**config.mk**
```make
export PLATFORM = sky130hd
export DESIGN_NAME = instr_sequencer_flat
export DESIGN_NICKNAME = d
export VERILOG_FILES = /design/src/rtl/proc_pkg.sv /design/src/rtl/instr_sequencer_if.sv /design/src/rtl/instr_sequencer_sat_counter.sv /design/src/rtl/instr_sequencer.sv /design/src/flat_wrapper.sv
export SDC_FILE = /design/constraint.sdc
export NUM_CORES = 1
export LEC_CHECK = 0
export ABC_CLOCK_PERIOD_IN_PS = 4800
export BUFFER_PORTS_ARGS = -buffer_cell sky130_fd_sc_hd__buf_4
export CAP_MARGIN = 30
export CORE_UTILIZATION = 57
export CTS_CLUSTER_DIAMETER = 100
export CTS_CLUSTER_SIZE = 16
export DETAILED_ROUTE_END_ITERATION = 8
export PLACE_DENSITY = 0.89
export SLEW_MARGIN = 25
export SYNTH_ARGS = -nofsm -noshare
export SYNTH_HDL_FRONTEND = slang
export SYNTH_SLANG_ARGS = --single-unit
```
**constraint.sdc**
```tcl
create_clock -name clk -period 4.8 [get_ports clk]
set_input_delay 0.96 -clock clk [delete_from_list [all_inputs] [get_ports clk]]
set_output_delay 0.96 -clock clk [all_outputs]
set_load 0.01 [all_outputs]
```
**src/rtl/proc_pkg.sv**
```systemverilog
// Shared definitions for the multicycle processor: opcodes, instruction fields
// and the fetch/execute sequencer state encoding.
package proc_pkg;

    localparam logic [2:0] OP_MV   = 3'b000;
    localparam logic [2:0] OP_MVT  = 3'b001;
    localparam logic [2:0] OP_ADD  = 3'b010;
    localparam logic [2:0] OP_SUB  = 3'b011;
    localparam logic [2:0] OP_AND  = 3'b110;
    localparam logic [2:0] OP_HALT = 3'b111;

    localparam int OPC_MSB = 15;
    localparam int OPC_LSB = 13;
    localparam int IMM_BIT = 12;
    localparam int RX_MSB  = 11;
    localparam int RX_LSB  = 9;
    localparam int RY_MSB  = 2;
    localparam int RY_LSB  = 0;

    typedef enum logic [2:0] {
        ST_IDLE,
        ST_FETCH,
        ST_WAIT_MEM,
        ST_DECODE,
        ST_EXEC,
        ST_HALTED,
        ST_ERROR
    } seq_state_t;

    function automatic logic [2:0] opcode_of(input logic [15:0] ir);
        return ir[OPC_MSB:OPC_LSB];
    endfunction

endpackage

```
**src/rtl/instr_sequencer_if.sv**
```systemverilog
// Instruction-memory and control-unit handshake bundle driven by the sequencer.
interface instr_sequencer_if #(
    parameter int ADDR_W = 8
);
    logic [ADDR_W-1:0] mem_addr;
    logic              mem_rd;
    logic [15:0]       mem_rdata;
    logic [15:0]       instr;
    logic              run;
    logic              done;

    modport master (
        output mem_addr, mem_rd, instr, run,
        input  mem_rdata, done
    );

    modport slave (
        input  mem_addr, mem_rd, instr, run,
        output mem_rdata, done
    );
endinterface

```
**src/rtl/instr_sequencer_sat_counter.sv**
```systemverilog
// Saturating up-counter with synchronous clear; holds at all-ones.
module sat_counter #(
    parameter int W = 16
) (
    input  logic         clk,
    input  logic         rst_n,
    input  logic         clr,
    input  logic         inc,
    output logic [W-1:0] cnt
);
    logic [W-1:0] cnt_d, cnt_q;

    always_comb begin
        cnt_d = cnt_q;
        if (clr) begin
            cnt_d = '0;
        end else if (inc && (cnt_q != {W{1'b1}})) begin
            cnt_d = cnt_q + 1'b1;
        end
    end

    always_ff @(posedge clk or negedge rst_n) begin
        if (!rst_n) begin
            cnt_q <= '0;
        end else begin
            cnt_q <= cnt_d;
        end
    end

    assign cnt = cnt_q;
endmodule

```
**src/rtl/instr_sequencer.sv**
```systemverilog
// Fetch/execute sequencer: fetches 16-bit instructions, hands them to the
// control unit via run/done, and stops on HALT, stop request or timeout.
module instr_sequencer
    import proc_pkg::*;
#(
    parameter int ADDR_W  = 8,
    parameter int TIMEOUT = 16
) (
    input  logic              clk,
    input  logic              reset_n,
    input  logic              start,
    input  logic [ADDR_W-1:0] start_addr,
    input  logic              stop_req,
    instr_sequencer_if.master bus,
    output logic              halted,
    output logic              error,
    output logic [15:0]       retired
);
    localparam int TO_W = (TIMEOUT > 2) ? $clog2(TIMEOUT) : 1;
    localparam logic [TO_W-1:0] TO_LAST = TO_W'(TIMEOUT - 1);

    seq_state_t        state_d, state_q;
    logic [ADDR_W-1:0] pc_d, pc_q;
    logic [ADDR_W-1:0] mem_addr_d, mem_addr_q;
    logic              mem_rd_d, mem_rd_q;
    logic [15:0]       instr_d, instr_q;
    logic              run_d, run_q;
    logic              halted_d, halted_q;
    logic              error_d, error_q;
    logic              stop_d, stop_q;
    logic [TO_W-1:0]   tmo_d, tmo_q;
    logic              start_acc;
    logic              retire;

    // All outputs are registered; each state sets up the outputs of the next one.
    always_comb begin
        state_d    = state_q;
        pc_d       = pc_q;
        mem_addr_d = mem_addr_q;
        mem_rd_d   = 1'b0;
        instr_d    = instr_q;
        run_d      = 1'b0;
        halted_d   = halted_q;
        error_d    = error_q;
        stop_d     = stop_q;
        tmo_d      = tmo_q;
        start_acc  = 1'b0;
        retire     = 1'b0;

        case (state_q)
            ST_IDLE, ST_HALTED, ST_ERROR: begin
                if (start) begin
                    start_acc  = 1'b1;
                    pc_d       = start_addr;
                    halted_d   = 1'b0;
                    error_d    = 1'b0;
                    stop_d     = 1'b0;
                    mem_addr_d = start_addr;
                    mem_rd_d   = 1'b1;
                    state_d    = ST_FETCH;
                end
            end
            ST_FETCH: begin
                stop_d  = stop_q | stop_req;
                state_d = ST_WAIT_MEM;
            end
            ST_WAIT_MEM: begin
                stop_d  = stop_q | stop_req;
                instr_d = bus.mem_rdata;
                state_d = ST_DECODE;
            end
            ST_DECODE: begin
                stop_d = stop_q | stop_req;
                if (opcode_of(instr_q) == OP_HALT) begin
                    halted_d = 1'b1;
                    state_d  = ST_HALTED;
                end else begin
                    pc_d    = pc_q + 1'b1;
                    tmo_d   = '0;
                    run_d   = 1'b1;
                    state_d = ST_EXEC;
                end
            end
            ST_EXEC: begin
                stop_d = stop_q | stop_req;
                if (bus.done) begin
                    retire = 1'b1;
                    if (stop_q) begin
                        stop_d  = 1'b0;
                        state_d = ST_IDLE;
                    end else begin
                        mem_addr_d = pc_q;
                        mem_rd_d   = 1'b1;
                        state_d    = ST_FETCH;
                    end
                end else if (tmo_q == TO_LAST) begin
                    error_d = 1'b1;
                    state_d = ST_ERROR;
                end else begin
                    tmo_d = tmo_q + 1'b1;
                    run_d = 1'b1;
                end
            end
            default: state_d = ST_IDLE;
        endcase
    end

    always_ff @(posedge clk or negedge reset_n) begin
        if (!reset_n) begin
            state_q    <= ST_IDLE;
            pc_q       <= '0;
            mem_addr_q <= '0;
            mem_rd_q   <= 1'b0;
            instr_q    <= 16'h0000;
            run_q      <= 1'b0;
            halted_q   <= 1'b0;
            error_q    <= 1'b0;
            stop_q     <= 1'b0;
            tmo_q      <= '0;
        end else begin
            state_q    <= state_d;
            pc_q       <= pc_d;
            mem_addr_q <= mem_addr_d;
            mem_rd_q   <= mem_rd_d;
            instr_q    <= instr_d;
            run_q      <= run_d;
            halted_q   <= halted_d;
            error_q    <= error_d;
            stop_q     <= stop_d;
            tmo_q      <= tmo_d;
        end
    end

    sat_counter #(.W(16)) u_retired (
        .clk   (clk),
        .rst_n (reset_n),
        .clr   (start_acc),
        .inc   (retire),
        .cnt   (retired)
    );

    assign bus.mem_addr = mem_addr_q;
    assign bus.mem_rd   = mem_rd_q;
    assign bus.instr    = instr_q;
    assign bus.run      = run_q;
    assign halted       = halted_q;
    assign error        = error_q;
endmodule

```
**src/flat_wrapper.sv**
```systemverilog
// flat-port wrapper written by rule: the top's interface ports become plain ports
module instr_sequencer_flat import proc_pkg::*;
#(
    parameter int ADDR_W  = 8,
    parameter int TIMEOUT = 16
)
  (clk, reset_n, start, start_addr, stop_req, halted, error, retired, bus_mem_addr, bus_mem_rd, bus_instr, bus_run, bus_mem_rdata, bus_done);
  instr_sequencer_if #(.ADDR_W(ADDR_W)) bus_i ();
  input  logic clk;
  input  logic reset_n;
  input  logic start;
  input  logic [ADDR_W-1:0] start_addr;
  input  logic stop_req;
  output logic halted;
  output logic error;
  output logic [15:0] retired;
  output wire logic [$bits(bus_i.mem_addr)-1:0] bus_mem_addr;
  output wire logic [$bits(bus_i.mem_rd)-1:0] bus_mem_rd;
  output wire logic [$bits(bus_i.instr)-1:0] bus_instr;
  output wire logic [$bits(bus_i.run)-1:0] bus_run;
  input wire logic [$bits(bus_i.mem_rdata)-1:0] bus_mem_rdata;
  input wire logic [$bits(bus_i.done)-1:0] bus_done;
  assign bus_mem_addr = bus_i.mem_addr;
  assign bus_mem_rd = bus_i.mem_rd;
  assign bus_instr = bus_i.instr;
  assign bus_run = bus_i.run;
  assign bus_i.mem_rdata = bus_mem_rdata;
  assign bus_i.done = bus_done;
  instr_sequencer #(.ADDR_W(ADDR_W), .TIMEOUT(TIMEOUT)) u_core (.clk(clk), .reset_n(reset_n), .start(start), .start_addr(start_addr), .stop_req(stop_req), .bus(bus_i), .halted(halted), .error(error), .retired(retired));
endmodule
```
==> key figures, run 1 <==
Placed design
  • GPL Wtd Cong: 0.809
  • # port buffers: 72
  • DP Area: 3590 sq um
  • Dpl hpwl: 4420 um

Timing
  • Final min period: 2.27 ns
  • Max Slew Vio Count: 0
  • Slew margin rel.: 0.473
  • Final Hold Fails: 0
  • Final setup fails: 0
  • Fmax: 0.441 GHz
  • Slew of the pin with the lowest slew margin: 0.789 ns
  • Worst Skew: ~0.006 ns
  • TNS Setup: 0 ns
  • Hold slack: 0.491 ns
  • Final period util: 0.473
  • RSZ-0062 raised after global routing: no

Yosys
  • Syn nets: around 330
  • Post-synth ARST share: 1.00
  • Top cells by count, synth: dfrtp_1, nand2_1, a21oi_1
  • Share of the synthesized area in the top cell type: 0.496
  • Cell variety after synth: 52
  • Synth Flop Type: dfrtp_1
  • Post-synthesis sequential area ratio: 0.496
  • Ranking of synthesized cells by area: dfrtp_1, nand2_1, mux2_1
  • Mapped cell area: roughly 3000 sq um
  • Most numerous cell in the Yosys netlist: dfrtp_1
  • Synth warnings: 0
  • Synth Register Bits: 60
  • Syn Inst Count: 302
  • Number of synthesized flops with an enable pin: 0
  • Leading area contributor after synthesis: dfrtp_1
  • Syn Area/Cell: about 10 sq um

Clock tree
  • Clock buffer depth: 2
  • Root buffer cell: clkbuf_8
  • CTS Buf Count: 9
  • Clock latency on the worst-skew pair: 0.34 ns
  • CTS tree: yes
  • Clock slew at reported path FFs: 0.06 ns
  • CTS resizes: 0
  • Sink Count: 60
  • H-Tree Depth: 3
  • # Post-CTS Setup Buffers: 0
  • # hold bufs at CTS: 0

Layout
  • Share of cells above drive strength 1: 0.269
  • Fillers: 376
  • Final instance area: about 3800 sq um
  • Final #Nets: 404
  • Register area: 1500 sq um
  • Multi-input combinational cell area: 1430 sq um
  • Area Overhead vs Synth: 25.2%
  • N_diodes: 0

Die
  • I/O pin cnt: 73
  • Die ar.: 5610 sq um
  • Starting density of the core: 0.593
  • Die X: 74.9 um
  • Die height: 74.9 um
  • Core Area: 5110 sq um
  • # rows: 26

Detailed routing
  • 1st-pass router iterations: 4
  • Via/cell ratio: roughly 5.7
  • Antenna Violating Nets Remaining: 0
  • Detailed-route DRC error count: 0
  • Total number of vias: 2547
  • Initial DRC Count: 143
  • WL final: around 6600 um
  • DR WL/cell: approximately 15 um

Global route
  • GR Overflow Total: 0
  • Vias in the first global route: 2424
  • First-pass GRT wire length: 11000 um
  • GRT Overall Usage: 0.264
  • Largest net degree at the start of global routing: 61
  • Initial antenna violation count: 0

Pwr
  • Power Dens Cells: 584 nW/um^2
  • Leakage dissipation: 1.82 nW
  • Peak supply drop: 0.389 mV

Critical path
  • CP endpoint kind: flop
  • CP Launch Type: flop
  • CP max FO: 18
  • Worst EP required: 5.05 ns
  • Worst Path Arrival: about 2.5 ns
  • Crit Path Class: reg2reg

Outcome
  • Status: completed

Worst hold path
  • Worst Hold Class: reg2reg

Run
  • Max Cap Viol: 0
-- metrics by stage --
| step | setup WS (ns) | power (W) | std cells | utilization |
|---|---|---|---|---|
| 3_5_place_dp | 2.35 | 0.00175 | 431 | 0.702 |
| 2_1_floorplan | 2.71 | 0.00143 | 302 | - |
| 5_1_grt | 2.29 | 0.00236 | 446 | 0.742 |
| 3_3_place_gp | 2.40 | 0.00171 | 431 | 0.702 |
| 6_report | 2.53 | 0.00221 | 446 | 0.742 |
| 4_1_cts | 2.55 | 0.00222 | 446 | 0.742 |
-- path summary, 6_finish.rpt --
check,start,to,slack [ns],cells after the start
setup / recovery,u_core.state_q[0],u_core.pc_q[4],2.53,5
hold / removal,u_core.bus.mem_addr[3],u_core.bus.mem_addr[3],0.49,1
setup reg to reg,u_core.state_q[0],u_core.pc_q[4],2.53,5
hold reg to reg,u_core.bus.mem_addr[3],u_core.bus.mem_addr[3],0.49,1
max in group asynchronous,reset_n,u_core.pc_q[4],3.64,1
min in group asynchronous,reset_n,u_core.bus.instr[4],0.68,1
-- layout by cell type, fill, tap and decap left out, types with 4 or more instances in the layout --
cell	count
buf_4	73
dfrtp_1	60
nand2_1	51
a21oi_1	19
mux2_1	16
nor2_1	13
a21o_1	13
nand3_1	12
clkbuf_8	12
o21ai_0	10
nor3_1	9
o21ai_1	8
mux2_2	8
nand4_1	6
inv_1	5
xor2_1	4
-- cell families (layout without fill, tap and decap cells) --
logic type | Yosys count | after routing | synth area share
compound gates | 70 | 70 | 0.149
xor+xnor | 5 | 5 | 0.0145
fa+ha+maj | 4 | 4 | 0.0157
buf+inv | 20 | 94 | 0.0331
flops | 60 | 60 | 0.496
mux | 26 | 26 | 0.0959
simple gates | 117 | 117 | 0.196
-- power breakdown --
part	internal, W	leakage [nW]	switching, W
sequential	0.000690	0.752	0.000174
combinational	0.000442	0.966	0.000440
clock	0.000280	0.103	0.000189
total	0.00141	1.82	0.000803
-- cell type report --
cell class,count,area share
clock inverter,1,0.00792
tap,70,0.0231
multi-input combinational,222,0.377
timing repair buffer,73,0.145
sequential,60,0.396
clock buffer,14,0.0456
inverter,6,0.00594
-- layer usage --
layer	vias to the layer above	wire [um]	GRT usage
li1	1224	-	-
met1	1259	2860	0.335
met2	51	3420	0.445
met3	13	221	0.0375
met4	0	124	0.128
met5	-	0	0
-- sequential cells by signal, indices dropped and copies added, names as in the netlist --
name,count
u_core.stop_q,1
u_core.halted,1
u_core.pc_q,8
u_core.state_q,3
u_core.bus.mem_rd,1
u_core.bus.run,1
u_core.u_retired.cnt,16
u_core.bus.mem_addr,8
u_core.error,1
u_core.bus.instr,16
u_core.tmo_q,4
-- critical path, cell delays in order (launching register included) --
cell,delay [ns]
dfrtp_1,0.63
and3b_1,0.58
and2_1,0.26
a21o_1,0.37
o21ai_0,0.18
a22oi_1,0.16
(Power assumes the default switching activity.)
==> run 2: changes to the inputs <==
- ABC_CLOCK_PERIOD_IN_PS: 4800 -> 2100
- CORE_UTILIZATION: 57 -> 53
- PLACE_DENSITY: 0.89 -> 0.84
- clock period: 4.8 -> 2.1 ns (I/O delays scaled with it)
==> run 2 against run 1 <==
Effect of this change:
- core utilization is 4.2 points lower
- combinational power up 150%
- worst setup slack got worse by 2.4 ns
- clock-buffer cell count up 1
- first-iteration DRC count is 5.6% lower
- power is 130% higher
- clock skew down 0.0028 ns
- cell area is 1.7% higher
- sequential power grew 120%
- critical path type unchanged
- largest cell class unchanged
- largest power group unchanged
==> key figures, run 2 (synthesis results as in run 1) <==
Clock tree
  • CTS Buf Count: 9
  • Sink Count: 60
  • CTS tree: yes
  • Clock latency on the worst-skew pair: 0.34 ns
  • Root buffer cell: clkbuf_8
  • Clock buffer depth: 2
  • H-Tree Depth: 3
  • Clock slew at reported path FFs: 0.06 ns
  • # hold bufs at CTS: 0

Die
  • Die height: 77.6 um
  • Die ar.: 6020 sq um
  • I/O pin cnt: 73
  • # rows: 27
  • Die X: 77.6 um
  • Core Area: roughly 5500 sq um
  • Starting density of the core: 0.550

Timing
  • Final period util: 0.926
  • Final setup fails: 0
  • Final min period: 1.94 ns
  • TNS Setup: 0 ns
  • Max Slew Vio Count: 0
  • Slew of the pin with the lowest slew margin: 0.760 ns
  • Final Hold Fails: 0
  • Fmax: about 0.51 GHz
  • Worst Skew: 0.00320 ns
  • Slew margin rel.: 0.493
  • RSZ-0062 raised after global routing: no

Detailed routing
  • Detailed-route DRC error count: 0
  • WL final: 6720 um
  • Via/cell ratio: around 5.6
  • Antenna Violating Nets Remaining: 0
  • 1st-pass router iterations: 4
  • Initial DRC Count: ~140
  • DR WL/cell: ~15 um
  • Total number of vias: 2566

Critical path
  • Crit Path Class: reg2reg
  • Worst r2r path cells: 6
  • Reg-to-reg slack, setup: 0.16 ns
  • CP max FO: 11
  • Largest stage delay on the critical path: ~0.45 ns
  • Crit Reg-Reg Startpoint: u_core.u_retired.cnt[0]
  • CP endpoint kind: flop
  • CP Launch Type: flop
  • CP max stage cell: dfrtp_1
  • Reg-to-Reg End: u_core.u_retired.cnt[7]
  • Worst EP required: 2.34 ns
  • Worst Path Arrival: 2.18 ns
  • CP cell instances: ha_1 -> nand3_1 -> nor4_4 -> or2_1 -> nor3_1 -> a21o_1

Global route
  • GR Layer Usage met2: 0.416
  • Largest net degree at the start of global routing: 61
  • First-pass GRT wire length: 11800 um
  • GRT Overall Usage: 0.253
  • Most Crowded Layer GR: met2
  • Vias in the first global route: 2535
  • GR Layer Usage met3: 0.0494
  • Met1 Use GR: 0.321
  • Initial antenna violation count: 0
  • GR Overflow Total: 0

Placed design
  • Dpl hpwl: 4670 um
  • GPL Wtd Cong: 0.834
  • # port buffers: 72

Run
  • Max Cap Viol: 0

Outcome
  • Status: completed

Layout
  • Fillers: 426
  • Area Overhead vs Synth: 27.3%
  • Final #Nets: about 420
  • Most frequent cells in the layout: buf_4, dfrtp_1, nand2_1
  • Commonest non-fill, non-tap cell in the layout: buf_4
  • N_diodes: 0
  • Share of cells above drive strength 1: 0.289

Pwr
  • Clock Power Share: 0.188
  • Leakage dissipation: roughly 1.9 nW
  • Internal power: between 0.003 and 0.004 W
  • Peak supply drop: 0.833 mV
  • NetSw: 0.00186 W
  • Combinational Power Share: 0.429
  • Power Dens Cells: around 1300 nW/um^2
  • Sequential power share: 0.383
  • Switching Share: 0.367
  • Total power draw: 0.00506 W

Worst hold path
  • Worst Hold Class: in2async
[run 2: cell types whose count changed in the layout (fill, tap and decap cells not counted), sizes merged]
| cell | previous run | this run |
|---|---|---|
| bufinv | 1 | 0 |
| clkinv | 0 | 1 |
| clkbuf | 14 | 15 |
| buf | 73 | 84 |
[run 2: timing repair]
item                       CTS  global route
resized for setup            0             1
setup endpoints to repair    0             1
buffers inserted             0             0
[run 2: power groups by stage]
| stage | sequential, W | combinational [W] | clock, W |
|---|---|---|---|
| 3_3_place_gp | 0.00192 | 0.00210 | 0 |
| 5_1_grt | 0.00200 | 0.00240 | 0.00102 |
| 4_1_cts | 0.00193 | 0.00219 | 0.000976 |
| 3_5_place_dp | 0.00195 | 0.00217 | 0 |
| 6_report | 0.00194 | 0.00217 | 0.000954 |
| 2_1_floorplan | 0.00199 | 0.00127 | 0 |
[run 2: worst max-delay path: cells and delay by family (launching register included)]
| kind | cells | cell delay (ns) |
|---|---|---|
| DFF | 1 | 0.45 |
| adders and majority gates | 1 | 0.20 |
| AOI/OAI and AO/OA | 1 | 0.17 |
| and+or+nand+nor | 4 | 1.02 |
[run 2: final cells by class]
type | count | area [sq um] | share of cell area
well taps | 72 | 90.1 | 0.0234
multi-input cells | 222 | 1430 | 0.370
inverters | 6 | 22.5 | 0.00585
flip-flops and latches | 60 | 1500 | 0.390
repair buffers | 84 | 631 | 0.164
clock inverters | 1 | 5.00 | 0.00130
clock buffers | 15 | 176 | 0.0458
[run 2: metal layers]
metal,up-vias,share of wire,wire (um)
met5,-,0,0
met4,0,0.022,150
met3,14,0.045,300
met2,79,0.51,3410
met1,1226,0.43,2860
li1,1247,-,-
[run 2: worst max path at each step]
stage                                 start                  endpoint  slack, ns
detailed placement  u_core.u_retired.cnt[0]   u_core.u_retired.cnt[7]       0.14
CTS                 u_core.u_retired.cnt[0]   u_core.u_retired.cnt[7]       0.14
finish              u_core.u_retired.cnt[0]   u_core.u_retired.cnt[7]       0.16
floorplan           u_core.u_retired.cnt[0]   u_core.u_retired.cnt[9]       0.32
global placement    u_core.u_retired.cnt[0]  u_core.u_retired.cnt[11]       0.23
global route        u_core.u_retired.cnt[0]   u_core.u_retired.cnt[7]      0.007
[run 2: through the flow]
step	cell area, sq um	setup slack, ns	std cells	util	hold slack (ns)
3_3_place_gp	3670	0.226	444	0.666	0.469
2_1_floorplan	3030	0.316	302	-	0.124
4_1_cts	3850	0.140	460	0.699	0.172
6_report	3850	0.156	460	0.700	0.138
5_1_grt	3850	0.00687	460	0.700	0.226
3_5_place_dp	3670	0.140	444	0.666	0.481
